## src/rtl/mu_receipt_issuer_if.sv

```systemverilog
// Handshake bundle between the instruction/mu-core side and the receipt issuer.
interface mu_receipt_issuer_if;
  logic [31:0] instruction;
  logic        instr_valid;
  logic        receipt_required;
  logic [31:0] current_mu_cost;
  logic        receipt_accepted;
  logic        receipt_valid;
  logic [31:0] receipt_value;
  logic [31:0] proposed_cost;
  logic [31:0] chain_post_mu;
  logic [15:0] receipts_issued;
  logic        chain_err;
  logic        overflow_err;
  logic        timeout_err;
  logic        busy;

  modport master (
    output instruction, instr_valid, receipt_required, current_mu_cost, receipt_accepted,
    input  receipt_valid, receipt_value, proposed_cost, chain_post_mu, receipts_issued,
           chain_err, overflow_err, timeout_err, busy
  );

  modport slave (
    input  instruction, instr_valid, receipt_required, current_mu_cost, receipt_accepted,
    output receipt_valid, receipt_value, proposed_cost, chain_post_mu, receipts_issued,
           chain_err, overflow_err, timeout_err, busy
  );
endinterface

```

## src/rtl/mu_receipt_issuer.sv

```systemverilog
// Issues one mu-receipt per receipt-requiring instruction and tracks chain continuity.
// Latency: trigger at T -> receipt_valid from T+2; receipt held until accepted, withdrawn or timed out.
module mu_receipt_issuer #(
  parameter int unsigned MDLACC_BASE    = 8,
  parameter int unsigned PDISCOVER_BASE = 16,
  parameter int unsigned TIMEOUT_CYCLES = 15
) (
  input  logic                 clk,
  input  logic                 rst,
  mu_receipt_issuer_if.slave   bus
);

  localparam logic [1:0] S_IDLE      = 2'd0;
  localparam logic [1:0] S_CALC      = 2'd1;
  localparam logic [1:0] S_PRESENT   = 2'd2;
  localparam logic [1:0] S_WAIT_DROP = 2'd3;

  localparam logic [7:0]  OPC_MDLACC    = 8'h05;
  localparam logic [7:0]  OPC_PDISCOVER = 8'h06;
  localparam logic [31:0] MDL_BASE      = 32'(MDLACC_BASE);
  localparam logic [31:0] PDS_BASE      = 32'(PDISCOVER_BASE);
  localparam logic [7:0]  TMO_LAST      = 8'(TIMEOUT_CYCLES - 1);

  logic [1:0]  state_q,     state_d;
  logic [7:0]  opc_q,       opc_d;
  logic [7:0]  opnd_q,      opnd_d;
  logic [31:0] pre_mu_q,    pre_mu_d;
  logic [31:0] value_q,     value_d;
  logic [31:0] chain_q,     chain_d;
  logic [15:0] issued_q,    issued_d;
  logic [7:0]  tmo_q,       tmo_d;
  logic        chain_err_q, chain_err_d;
  logic        ovf_err_q,   ovf_err_d;
  logic        tmo_err_q,   tmo_err_d;

  logic [31:0] base_cost;
  logic [31:0] instr_cost;
  logic [32:0] post_mu_sum;

  always_comb begin
    base_cost = 32'd0;
    if (opc_q == OPC_MDLACC)         base_cost = MDL_BASE;
    else if (opc_q == OPC_PDISCOVER) base_cost = PDS_BASE;
    instr_cost  = base_cost + {24'd0, opnd_q};
    post_mu_sum = {1'b0, pre_mu_q} + {1'b0, instr_cost};
  end

  always_comb begin
    state_d     = state_q;
    opc_d       = opc_q;
    opnd_d      = opnd_q;
    pre_mu_d    = pre_mu_q;
    value_d     = value_q;
    chain_d     = chain_q;
    issued_d    = issued_q;
    tmo_d       = tmo_q;
    chain_err_d = 1'b0;
    ovf_err_d   = 1'b0;
    tmo_err_d   = 1'b0;

    case (state_q)
      S_IDLE: begin
        tmo_d = 8'd0;
        if (bus.instr_valid && bus.receipt_required) begin
          opc_d       = bus.instruction[31:24];
          opnd_d      = bus.instruction[7:0];
          pre_mu_d    = bus.current_mu_cost;
          chain_err_d = (bus.current_mu_cost != chain_q);
          state_d     = S_CALC;
        end
      end
      S_CALC: begin
        if (!bus.instr_valid) begin
          state_d = S_IDLE;
        end else if (post_mu_sum[32]) begin
          ovf_err_d = 1'b1;
          state_d   = S_WAIT_DROP;
        end else begin
          value_d = post_mu_sum[31:0];
          state_d = S_PRESENT;
        end
      end
      S_PRESENT: begin
        tmo_d = tmo_q + 8'd1;
        // Acceptance takes priority over a simultaneous withdrawal or timeout.
        if (bus.receipt_accepted) begin
          chain_d  = value_q;
          issued_d = issued_q + 16'd1;
          state_d  = S_WAIT_DROP;
        end else if (!bus.instr_valid) begin
          tmo_d   = 8'd0;
          state_d = S_IDLE;
        end else if (tmo_q == TMO_LAST) begin
          tmo_err_d = 1'b1;
          state_d   = S_WAIT_DROP;
        end
      end
      default: begin
        if (!bus.instr_valid) begin
          tmo_d   = 8'd0;
          state_d = S_IDLE;
        end
      end
    endcase
  end

  always_ff @(posedge clk) begin
    if (rst) begin
      state_q     <= S_IDLE;
      opc_q       <= 8'd0;
      opnd_q      <= 8'd0;
      pre_mu_q    <= 32'd0;
      value_q     <= 32'd0;
      chain_q     <= 32'd0;
      issued_q    <= 16'd0;
      tmo_q       <= 8'd0;
      chain_err_q <= 1'b0;
      ovf_err_q   <= 1'b0;
      tmo_err_q   <= 1'b0;
    end else begin
      state_q     <= state_d;
      opc_q       <= opc_d;
      opnd_q      <= opnd_d;
      pre_mu_q    <= pre_mu_d;
      value_q     <= value_d;
      chain_q     <= chain_d;
      issued_q    <= issued_d;
      tmo_q       <= tmo_d;
      chain_err_q <= chain_err_d;
      ovf_err_q   <= ovf_err_d;
      tmo_err_q   <= tmo_err_d;
    end
  end

  assign bus.receipt_valid   = (state_q == S_PRESENT);
  assign bus.receipt_value   = value_q;
  assign bus.proposed_cost   = value_q;
  assign bus.chain_post_mu   = chain_q;
  assign bus.receipts_issued = issued_q;
  assign bus.chain_err       = chain_err_q;
  assign bus.overflow_err    = ovf_err_q;
  assign bus.timeout_err     = tmo_err_q;
  assign bus.busy            = (state_q != S_IDLE);

endmodule
```

## src/flat_wrapper.sv

```systemverilog
// flat-port wrapper written by rule: the top's interface ports become plain ports
module mu_receipt_issuer_flat 
#(
  parameter int unsigned MDLACC_BASE    = 8,
  parameter int unsigned PDISCOVER_BASE = 16,
  parameter int unsigned TIMEOUT_CYCLES = 15
)
  (clk, rst, bus_instruction, bus_instr_valid, bus_receipt_required, bus_current_mu_cost, bus_receipt_accepted, bus_receipt_valid, bus_receipt_value, bus_proposed_cost, bus_chain_post_mu, bus_receipts_issued, bus_chain_err, bus_overflow_err, bus_timeout_err, bus_busy);
  mu_receipt_issuer_if bus_i ();
  input  logic clk;
  input  logic rst;
  input wire logic [$bits(bus_i.instruction)-1:0] bus_instruction;
  input wire logic [$bits(bus_i.instr_valid)-1:0] bus_instr_valid;
  input wire logic [$bits(bus_i.receipt_required)-1:0] bus_receipt_required;
  input wire logic [$bits(bus_i.current_mu_cost)-1:0] bus_current_mu_cost;
  input wire logic [$bits(bus_i.receipt_accepted)-1:0] bus_receipt_accepted;
  output wire logic [$bits(bus_i.receipt_valid)-1:0] bus_receipt_valid;
  output wire logic [$bits(bus_i.receipt_value)-1:0] bus_receipt_value;
  output wire logic [$bits(bus_i.proposed_cost)-1:0] bus_proposed_cost;
  output wire logic [$bits(bus_i.chain_post_mu)-1:0] bus_chain_post_mu;
  output wire logic [$bits(bus_i.receipts_issued)-1:0] bus_receipts_issued;
  output wire logic [$bits(bus_i.chain_err)-1:0] bus_chain_err;
  output wire logic [$bits(bus_i.overflow_err)-1:0] bus_overflow_err;
  output wire logic [$bits(bus_i.timeout_err)-1:0] bus_timeout_err;
  output wire logic [$bits(bus_i.busy)-1:0] bus_busy;
  assign bus_i.instruction = bus_instruction;
  assign bus_i.instr_valid = bus_instr_valid;
  assign bus_i.receipt_required = bus_receipt_required;
  assign bus_i.current_mu_cost = bus_current_mu_cost;
  assign bus_i.receipt_accepted = bus_receipt_accepted;
  assign bus_receipt_valid = bus_i.receipt_valid;
  assign bus_receipt_value = bus_i.receipt_value;
  assign bus_proposed_cost = bus_i.proposed_cost;
  assign bus_chain_post_mu = bus_i.chain_post_mu;
  assign bus_receipts_issued = bus_i.receipts_issued;
  assign bus_chain_err = bus_i.chain_err;
  assign bus_overflow_err = bus_i.overflow_err;
  assign bus_timeout_err = bus_i.timeout_err;
  assign bus_busy = bus_i.busy;
  mu_receipt_issuer #(.MDLACC_BASE(MDLACC_BASE), .PDISCOVER_BASE(PDISCOVER_BASE), .TIMEOUT_CYCLES(TIMEOUT_CYCLES)) u_core (.clk(clk), .rst(rst), .bus(bus_i));
endmodule
```

## config.mk

```make
export PLATFORM = sky130hd
export DESIGN_NAME = mu_receipt_issuer_flat
export DESIGN_NICKNAME = d
export VERILOG_FILES = /design/src/rtl/mu_receipt_issuer_if.sv /design/src/rtl/mu_receipt_issuer.sv /design/src/flat_wrapper.sv
export SDC_FILE = /design/constraint.sdc
export NUM_CORES = 1
export LEC_CHECK = 0
export CORE_AREA = 2 2 121 123
export DETAILED_ROUTE_END_ITERATION = 8
export DIE_AREA = 0 0 123 125
export MAX_ROUTING_LAYER = met4
export PLACE_DENSITY = 0.82
export SLEW_MARGIN = 20
export SYNTH_ARGS = -nofsm -noshare
export SYNTH_HDL_FRONTEND = slang
export SYNTH_SLANG_ARGS = --single-unit
```

## constraint.sdc

```tcl
create_clock -name clk -period 6.8 [get_ports clk]
set_input_delay 2.04 -clock clk [delete_from_list [all_inputs] [get_ports clk]]
set_output_delay 2.04 -clock clk [all_outputs]
set_load 0.02 [all_outputs]
```

Word level (Yosys, flattened, before mapping):

Index checks and enable logic that the tools add are counted.

* flip-flop bits (word level): 141
* bits of input ports: 69
* output and inout port bits: 117
* logic and storage cells: 58

* add/sub/neg operators: 4
* equal/unequal tests: 10
* multiplexer cells: 16
* bitwise gates (word level): 6
* reduce and logical (&&, ||, !) cells: 11

Operator list (count)
* adder 32 x 32 -> 33 bit: 1
* adder 32 x 8 -> 32 bit: 1
* two-way mux 32 bit: 1
* inequality test 32 bit: 1
* two-way mux 8 bit: 3
* one-hot mux 8 bit (3 select lines): 1
* adder 16 x 1 -> 16 bit, second input constant: 1
* equality test 8 x 3 -> 1 bit, second input constant: 2
* two-way mux 2 bit: 6
* adder 8 x 1 -> 8 bit, second input constant: 1
* equality test 8 x 4 -> 1 bit, second input constant: 1
* NOT 1 bit: 6
* one-hot mux 2 bit (3 select lines): 1
* AND reduction 2 bit: 3
* AND reduction 3 bit: 2
* OR reduction 3 bit: 2
* two-way mux 5 bit: 1
* inequality test 4 x 1 -> 1 bit, second input constant: 1
* inequality test 4 x 3 -> 1 bit, second input constant: 1
* OR reduction 4 bit: 1
* two-way mux 1 bit: 3
* inequality test 3 x 1 -> 1 bit, second input constant: 1
* equality test 2 x 1 -> 1 bit, second input constant: 1
* equality test 2 bit, second input constant: 1
* other kinds (4): 4

Longest topological paths before layout:

Gate-level depths: netlist (run 1).

* word-level depth: 8
* depth in mapped cells: 15

Least setup slack after synthesis (run 1):

Ideal clock, no wire load.

* kind: input-to-reg
* from: input bus_instr_valid
* to: register u_core.pre_mu_q[11]
* library setup time: 0.070 ns
* arrival time: 3.197 ns
* required time: 6.730 ns
* slack: 3.533 ns
* stages on the path: 7
* buffers on the path: 4
* path through: buf_2 -> and3_1 -> clkbuf_1 -> clkbuf_1 -> buf_1 -> nand2_1 -> a21oi_1

* longest elaborated chain between the ends: 2

Ends and longest elaborated chain
* start, declared: RTL line flat_wrapper.sv:13 `input wire logic [$bits(bus_i.instr_valid)-1:0] bus_instr_valid;`
* logical AND 1 bit: RTL line mu_receipt_issuer.sv:64 `if (bus.instr_valid && bus.receipt_required) begin`
* AND reduction 2 bit (no source line)
* end signal, assigned: RTL line mu_receipt_issuer.sv:124 `pre_mu_q <= pre_mu_d;`
* end, declared: RTL line mu_receipt_issuer.sv:27 `logic [31:0] pre_mu_q, pre_mu_d;`

Every way passes these cells.
A chain may end at the register's enable or synchronous reset.

Worst setup path after layout (run 1):

* from: register u_core.opc_q[3]
* to: register u_core.value_q[11] (netlist: u_core.bus.proposed_cost[11])

* longest elaborated chain between the ends: 7
* elaborated cells between the ends (all ways): 8
* those cells by class: add/sub (2); eq/ne (2); mux (2); bitwise (1); reduce/logical (1)

Ends and longest elaborated chain
* start, declared: RTL line mu_receipt_issuer.sv:25 `logic [7:0] opc_q, opc_d;`
* start signal, assigned: RTL line mu_receipt_issuer.sv:122 `opc_q <= opc_d;`
* equality test 8 x 3 -> 1 bit: RTL line mu_receipt_issuer.sv:43 `else if (opc_q == OPC_PDISCOVER) base_cost = PDS_BASE;`
* two-way mux 5 bit: RTL line mu_receipt_issuer.sv:43
* two-way mux 32 bit (*): RTL line mu_receipt_issuer.sv:42 `if (opc_q == OPC_MDLACC) base_cost = MDL_BASE;`
* adder 32 x 8 -> 32 bit (*): RTL line mu_receipt_issuer.sv:44 `instr_cost = base_cost + {24'd0, opnd_q};`
* adder 32 x 32 -> 33 bit (*): RTL line mu_receipt_issuer.sv:45 `post_mu_sum = {1'b0, pre_mu_q} + {1'b0, instr_cost};`
* NOT 1 bit (no source line)
* AND reduction 3 bit (no source line)
* end signal, assigned: RTL line mu_receipt_issuer.sv:125 `value_q <= value_d;`
* end, declared: RTL line mu_receipt_issuer.sv:28 `logic [31:0] value_q, value_d;`

Mark *: on every way between the ends. The rest lies on a longest branch, timed or not.

==> flow_metrics.py, run 1 <==
metrics = {
    "run": {
        "max_cap_viol_count": 0,
    },
    "cts": {
        "root_buffer": "clkbuf_16",
        "cts_tree": "built",
        "cts_resized": 0,
        "numCtsBuffers": 17,
        "path_clk_slew_ps": 50,
        "h-tree-depth": 4,
        "postCtsSetupRepairBufs": 0,
        "cts.sinks": 141,
        "max-clock-path-buffers": 2,
        "worstSkewPairLatency_ps": 420,
        "cts.hold.buffers_added": 0,
    },
    "run_status": {
        "status": "finished clean",
    },
    "sta": {
        "period_minus_slack_ps": 4290,
        "finalHoldViolCount": 0,
        "fmax_ghz": 0.233,
        "tightestPinTransition_ps": 1030,
        "skew_ps": 7.04,
        "fin_crit_sh": 0.630,
        "slew_headroom": 0.312,
        "setup_tns_ps": 0,
        "setup_viol": 0,
        "rsz0062_at_grt": "false",
        "drv_slew": 0,
    },
    "logic_synthesis": {
        "synth.most_common_cell": "nand2_1",
        "yosys.area_share.xor_xnor": 0.100,
        "synth_common_cells": "185 x nand2_1, 141 x dfxtp_1, 93 x a21oi_1, 62 x nor2_1, 57 x xnor2_1",
        "synth_cell_types": 58,
        "avgSynthCellArea_um2": 8.31,
        "async_flop_share": 0,
        "synthCells": 830,
        "synth_edf_count": 0,
        "synth_compound_area_frac": 0.129,
        "yosysWarningCount": 0,
        "ys_ff_latch": 141,
        "synth-main-ff-cell": "dfxtp_1",
        "netlist_area_um2": 6900,
        "synth.area.top_cells": "dfxtp_1 41%, nand2_1 10%, xnor2_1 7.2%",
        "synth_top_family_by_area": "simple AND/OR/NAND/NOR gates",
        "synth_top_area_share": 0.409,
        "yosys.area.top_type": "dfxtp_1",
        "synth_simple_gate_area_frac": 0.242,
        "synth_nets": 919,
        "yosysSeqAreaShare": 0.409,
        "synthAdderAreaFrac": 0.0385,
        "synth_mux_area_frac": 0.0145,
    },
    "floorplanning": {
        "die_area_um2": 15400,
        "core_region_area_um2": 14200,
        "pin_count": 186,
        "dieWidth_um": 123,
        "num_rows": 44,
        "start_util": 0.485,
        "chipHeight_um": 125,
    },
    "critical_path": {
        "r2r-start": "u_core.opc_q[3]",
        "end_kind": "register",
        "required_ps": 7120,
        "crit_start": "u_core.opc_q[3]",
        "path_class": "register to register",
        "crit_arrival_ps": 4600,
        "start_kind": "register",
        "crit_fanout": 21,
    },
    "routing": {
        "dr.pass1.iters": 5,
        "ant_nets": 0,
        "drc_errors": 0,
        "wl_per_cell_um": 15.6,
        "drt-initial-drc-count": 384,
        "via_per_inst": 5.32,
        "wirelength_mm": 17.8,
        "num_vias": 6077,
    },
    "finish": {
        "diodes": 0,
        "area_delta_synth_final_pct": 29.8,
        "post-route-util": 0.630,
        "drive_gt1_frac": 0.0532,
        "fin_nets": 1037,
    },
    "power_and_ir_drop": {
        "total_power_uw": 2280,
        "p_per_area_nw_per_um2": 255,
        "ir_drop_mv": 0.145,
        "p_leak_uw": 0.00293,
    },
    "grt": {
        "grt_pass1_vias": 5686,
        "antenna_found_initial": 0,
        "grt_start_max_net_pins": 94,
        "grt_remaining_overflow": 0,
        "grtUsageTotal": 0.240,
        "grt_pass1_wl_mm": 28.2,
    },
    "place": {
        "place_congestion": 0.833,
        "port-buffer-count": 169,
        "hpwl_mm": 12.6,
    },
    "hold_path": {
        "min_from": "u_core.opc_q[3]",
        "hold_class": "register to register",
    },
}
-- power by group --
part	leakage (uW)	internal [uW]	switching (uW)	total, uW
Combinational	0.00154	218	287	505
Sequential	0.00114	884	59.8	944
Clock	0.000247	508	327	835
Total	0.00293	1610	673	2280
-- layer usage --
layer	GRT usage	up-vias	part of all wire
met1	0.310	2812	0.45
met5	-	-	0
li1	-	3021	-
met3	0.0443	26	0.065
met2	0.371	218	0.46
met4	0.0909	0	0.019
-- layout by cell type (no fill, tap or decap), types with 10 or more instances in the layout --
master	n
nor2_1	62
nor3_1	11
a21oi_1	93
mux2i_1	10
nand3_1	16
xor2_1	22
clkbuf_1	10
nor4_1	12
clkbuf_16	17
clkdlybuf4s50_1	168
dfxtp_1	141
nand2_1	185
xnor2_1	57
ha_1	18
nand4_1	20
-- final timing paths --
| kind | end | slack, ps | cells after the start |
|---|---|---|---|
| hold reg to reg | u_core.opc_q[3] | 460 | 2 |
| setup reg to reg | u_core.bus.proposed_cost[11] | 2510 | 15 |
| setup / recovery | u_core.bus.proposed_cost[11] | 2510 | 15 |
| hold / removal | u_core.opc_q[3] | 460 | 2 |
-- area by class of cell --
class / instances / area [um2]
Multi-Input combinational cell: 607 / 3640
Timing Repair Buffer: 173 / 1720
Tap cell: 184 / 230
Sequential cell: 141 / 2820
Inverter: 8 / 30.0
Fill cell: 1236 / 5250
Clock inverter: 2 / 35.0
Clock buffer: 28 / 477
-- registers in the layout, summed over array words and instances, names as in the netlist, 2 cells and up --
name                        cells
u_core.state_q                  2
u_core.opnd_q                   8
u_core.bus.receipts_issued     16
u_core.opc_q                    8
u_core.tmo_q                    8
u_core.pre_mu_q                32
u_core.bus.chain_post_mu       32
u_core.bus.proposed_cost       32
-- critical path, cell delays in order (launching register included) --
cell and delay, ps:
dfxtp_1 310, nor4_1 280, nand3b_1 140, nor3b_1 410, ha_1 320, a21oi_1 210
nor2b_1 90, xor2_1 150, ha_1 350, a21oi_1 200, o21ai_2 120, a211o_1 300
a21oi_4 560, buf_4 410, nor2_1 70, a211oi_1 240
-- cell families (layout without fill, tap and decap cells) --
kind of cell             after synthesis  after routing
AO/OA/AOI/OAI                        142            142
multiplexers                          10             10
buffers and inverters                 82            211
XOR/XNOR                              79             79
flip-flops                           141            141
AND/OR/NAND/NOR                      356            356
adder cells (fa/ha/maj)               20             20
-- stage by stage --
step / cell area (um2) / worst slack, ps / hold slack (ps) / std cells
5_1_grt: 8950 / 2220 / 480 / 1143
6_report: 8950 / 2510 / 455 / 1143
3_5_place_dp: 8430 / 2320 / 448 / 1113
3_3_place_gp: 8430 / 2380 / 447 / 1113
2_1_floorplan: 6900 / 3530 / 431 / 830
4_1_cts: 8940 / 2500 / 456 / 1143
Note: power is estimated with default switching activity, not from simulation.
==> inputs of run 2 (changes only) <==
Settings changed: CORE_AREA 2 2 121 123 to 2 2 122 124, DIE_AREA 0 0 123 125 to 0 0 124 126, PLACE_DENSITY 0.82 to 0.81.
Clock period 6.8 ns to 4.35 ns, I/O delays scaled along.
==> flow_metrics.py, run 2 (synthesized netlist as in run 1, its figures left out) <==
metrics = {
    "run_status": {
        "status": "finished clean",
    },
    "sta": {
        "fmax_ghz": 0.264,
        "skew_ps": 6.60,
        "finalHoldViolCount": 0,
        "fin_crit_sh": 0.869,
        "setup_tns_ps": 0,
        "drv_slew": 0,
        "setup_viol": 0,
        "period_minus_slack_ps": 3780,
        "slew_headroom": 0.606,
        "tightestPinTransition_ps": 591,
        "rsz0062_at_grt": "false",
    },
    "critical_path": {
        "path_class": "register to register",
        "worstSetupEndpoint": "u_core.bus.proposed_cost[24]",
        "crit_fanout": 10,
        "r2r-start": "u_core.opc_q[3]",
        "start_kind": "register",
        "end_kind": "register",
        "required_ps": 4660,
        "crit_start": "u_core.opc_q[3]",
        "reg2regPathDepth": 14,
        "crit_arrival_ps": 4100,
        "reg2reg_to": "u_core.bus.proposed_cost[24]",
        "r2r_setup_slack_ps": 570,
    },
    "routing": {
        "ant_nets": 0,
        "drc_errors": 0,
        "drt-initial-drc-count": 425,
        "dr.pass1.iters": 5,
        "num_vias": 6183,
        "wirelength_mm": 18.1,
        "via_per_inst": 5.38,
        "wl_per_cell_um": 15.8,
    },
    "power_and_ir_drop": {
        "p_leak_uw": 0.00296,
        "p_per_area_nw_per_um2": 396,
        "ir_drop_mv": 0.271,
    },
    "grt": {
        "antenna_found_initial": 1,
        "grt_remaining_overflow": 0,
        "grt_start_max_net_pins": 55,
        "grt_pass1_wl_mm": 28.5,
        "grt_pass1_vias": 5770,
        "grtUsageTotal": 0.240,
    },
    "floorplanning": {
        "core_region_area_um2": 14300,
        "num_rows": 44,
        "chipHeight_um": 126,
        "start_util": 0.482,
        "dieWidth_um": 124,
        "die_area_um2": 15600,
        "pin_count": 186,
    },
    "cts": {
        "max-clock-path-buffers": 2,
        "numCtsBuffers": 17,
        "cts_resized": 0,
        "cts.sinks": 141,
        "path_clk_slew_ps": 60,
        "postCtsSetupRepairBufs": 0,
        "root_buffer": "clkbuf_16",
        "cts_tree": "built",
        "cts.hold.buffers_added": 0,
        "h-tree-depth": 4,
        "worstSkewPairLatency_ps": 420,
    },
    "place": {
        "port-buffer-count": 169,
        "place_area_um2": 8480,
        "hpwl_mm": 13.0,
        "place_congestion": 0.847,
    },
    "run": {
        "max_cap_viol_count": 0,
    },
    "finish": {
        "layout_commonest_cell": "nand2_1",
        "fin_nets": 1044,
        "layout_common_cells": "185 x nand2_1, 168 x clkdlybuf4s50_1, 141 x dfxtp_1",
        "drive_gt1_frac": 0.0612,
        "area_delta_synth_final_pct": 30.4,
        "design_area_um2": 8990,
    },
    "hold_path": {
        "hold_class": "register to register",
    },
}
-- run 2: cell count changes in the layout (fill, tap and decap cells not counted) --
cell      before  now
buf_4          5   12
clkinv_2       1    2
nand3_4        2    1
diode_2        0    1
clkbuf_1      10    7
nand3_2        1    2
-- run 2: metrics by stage --
step,setup WS (ps),util,instances,power (uW),hold WS [ps]
CTS,523,0.628,1148,3580,457
global route,176,0.628,1149,3710,480
finish,569,0.628,1149,3570,460
global placement,699,0.593,1120,2290,445
floorplan,1100,-,830,2020,431
detailed placement,564,0.593,1120,2300,450
-- run 2: critical path, stage by stage, from the launching register on --
cell	delay, ps
dfxtp_1	310
nor4_1	260
nand3b_1	140
nor3b_1	430
ha_1	320
a21oi_1	210
nor2b_1	90
xor2_1	150
ha_1	360
a21oi_1	210
o21ai_2	110
a211oi_4	460
nor3_1	180
and4b_1	230
nor4_1	220
-- run 2: layer usage --
| metal | vias up | wire length (um) | part of all wire | track usage |
|---|---|---|---|---|
| met5 | - | 0 | 0 | - |
| li1 | 3039 | - | - | - |
| met1 | 2916 | 8010 | 0.44 | 0.300 |
| met3 | 29 | 1140 | 0.063 | 0.0553 |
| met4 | 0 | 362 | 0.020 | 0.0925 |
| met2 | 199 | 8620 | 0.48 | 0.375 |
-- run 2: final cells by class --
class,instances,area [um2]
sequential,141,2820
multi-input combinational,607,3630
antenna,1,2.50
tap,184,230
clock buffer,25,465
clock inverter,3,40.0
timing repair buffer,180,1770
inverter,8,30.0
fill,1273,5320
-- run 2: power breakdown --
group          switching (uW)  leakage (uW)  internal (uW)
sequential               95.2       0.00114           1380
combinational             451       0.00157            350
clock                     501      0.000247            786
-- run 2: worst min path at each step --
stage	to	slack, ps	startpoint	cells past startpoint
after CTS	u_core.opc_q[2]	460	u_core.opc_q[2]	2
after global placement	u_core.opc_q[7]	440	u_core.opc_q[7]	2
after global routing	u_core.opc_q[7]	480	u_core.opc_q[7]	2
final	u_core.opc_q[2]	460	u_core.opc_q[2]	2
after floorplan	u_core.opc_q[7]	430	u_core.opc_q[7]	2
after detailed placement	u_core.opc_q[2]	450	u_core.opc_q[2]	2
==> inputs of run 3 (changes only) <==
Settings changed: GPL_TIMING_DRIVEN set to 0.
==> flow_metrics.py, run 3 (synthesized netlist as in run 1, its figures left out) <==
metrics = {
    "hold_path": {
        "hold_class": "register to register",
    },
    "finish": {
        "design_area_um2": 9340,
        "fillers": 1202,
        "fin_nets": 1105,
        "layout_common_cells": "185 x nand2_1, 167 x clkdlybuf4s50_1, 141 x dfxtp_1",
        "area_delta_synth_final_pct": 35.5,
        "instances_no_fill": 1212,
        "layout_commonest_cell": "nand2_1",
        "drive_gt1_frac": 0.0886,
    },
    "grt": {
        "antenna_found_initial": 1,
        "grt_start_max_net_pins": 17,
        "grt_pass1_wl_mm": 31.2,
        "grtUsageTotal": 0.267,
        "grt_pass1_vias": 6032,
        "grt_remaining_overflow": 0,
    },
    "sta": {
        "setup_viol": 0,
        "tightestPinTransition_ps": 756,
        "slew_headroom": 0.496,
        "final.setup.worst_slack_ps": 536,
        "finalHoldViolCount": 0,
        "fmax_ghz": 0.262,
        "skew_ps": 8.74,
        "setup_tns_ps": 0,
        "period_minus_slack_ps": 3810,
        "rsz0062_at_grt": "false",
        "fin_crit_sh": 0.877,
        "drv_slew": 0,
    },
    "routing": {
        "num_vias": 6485,
        "drt-initial-drc-count": 536,
        "wirelength_mm": 20.0,
        "wl_per_cell_um": 16.5,
        "dr.pass1.iters": 7,
        "ant_nets": 0,
        "drc_errors": 0,
        "via_per_inst": 5.35,
    },
    "critical_path": {
        "crit_fanout": 10,
        "required_ps": 4670,
        "end_kind": "register",
        "start_kind": "register",
        "path_class": "register to register",
        "crit_arrival_ps": 4130,
    },
    "power_and_ir_drop": {
        "ir_drop_mv": 0.267,
        "p_per_area_nw_per_um2": 397,
        "seqPwrFrac": 0.398,
        "swShare": 0.300,
        "power_frac_clock": 0.364,
        "power.switching_uw": 1110,
        "p_leak_uw": 0.00316,
        "power_frac_comb": 0.238,
        "p_int_uw": 2600,
    },
    "place": {
        "place_congestion": 0.924,
        "place_area_um2": 8800,
        "port-buffer-count": 167,
        "dp_worst_setup_slack_ps": 568,
        "dp.cells": 1181,
        "hpwl_mm": 14.9,
    },
    "cts": {
        "root_buffer": "clkbuf_16",
        "cts_tree": "built",
        "h-tree-depth": 4,
        "max-clock-path-buffers": 2,
        "cts_resized": 0,
        "cts.hold.buffers_added": 0,
        "cts.sinks": 141,
        "numCtsBuffers": 17,
        "postCtsSetupRepairBufs": 0,
        "worstSkewPairLatency_ps": 430,
        "path_clk_slew_ps": 60,
    },
    "floorplanning": {
        "dieWidth_um": 124,
        "start_util": 0.482,
        "num_rows": 44,
        "core_region_area_um2": 14300,
        "die_area_um2": 15600,
        "pin_count": 186,
        "chipHeight_um": 126,
    },
    "run_status": {
        "status": "finished clean",
    },
    "run": {
        "max_cap_viol_count": 0,
    },
}
[run 3: power by group through the flow]
| stage | Sequential (uW) | Combinational [uW] | Clock (uW) |
|---|---|---|---|
| after floorplan | 1530 | 493 | 0 |
| after global placement | 1500 | 860 | 0 |
| after detailed placement | 1500 | 874 | 0 |
| after CTS | 1480 | 881 | 1360 |
| after global routing | 1490 | 954 | 1420 |
| final | 1480 | 883 | 1350 |
[run 3: layout make-up]
type                            count  area, um2  area share
Timing Repair Buffer              167       1670       0.179
Buffer                             74        427      0.0457
Clock buffer                       23        478      0.0512
Clock inverter                      7       65.1     0.00696
Tap cell                          184        230      0.0246
Multi-Input combinational cell    607       3620       0.387
Sequential cell                   141       2820       0.302
Antenna cell                        1       2.50    0.000268
Inverter                            8       30.0     0.00321
[run 3: metrics by stage]
| step | utilization | power, uW | hold slack [ps] |
|---|---|---|---|
| 4_1_cts | 0.653 | 3720 | 458 |
| 5_1_grt | 0.653 | 3860 | 477 |
| 6_report | 0.653 | 3710 | 454 |
| 3_5_place_dp | 0.615 | 2380 | 451 |
| 3_3_place_gp | 0.615 | 2360 | 440 |
| 2_1_floorplan | - | 2020 | 431 |
[run 3: worst paths after layout]
path / from / to / slack, ps / cells after the start
hold / removal: u_core.opc_q[7] / u_core.opc_q[7] / 450 / 2
setup reg to reg: u_core.opc_q[3] / u_core.bus.proposed_cost[31] / 540 / 15
setup / recovery: u_core.opc_q[3] / u_core.bus.proposed_cost[31] / 540 / 15
hold reg to reg: u_core.opc_q[7] / u_core.opc_q[7] / 450 / 2
[run 3: routing by layer]
layer  wire length [um]  GRT usage  up-vias
li1                   -          -     3164
met3               1520     0.0611       27
met4                316     0.0806        0
met5                  0          -        -
met2               9670      0.432      237
met1               8550      0.330     3057
[run 3: critical path, stage by stage, from the launching register on]
cell and delay (ps):
dfxtp_1 310, nor4_1 270, nand3b_1 130, nor3b_1 410, ha_1 320, a21oi_1 210, nor2b_1 80, xor2_1 150
ha_1 360, a21oi_1 210, o21ai_2 120, a211oi_2 480, buf_6 220, nand4b_1 130, xor2_1 210, o2bb2ai_1 80
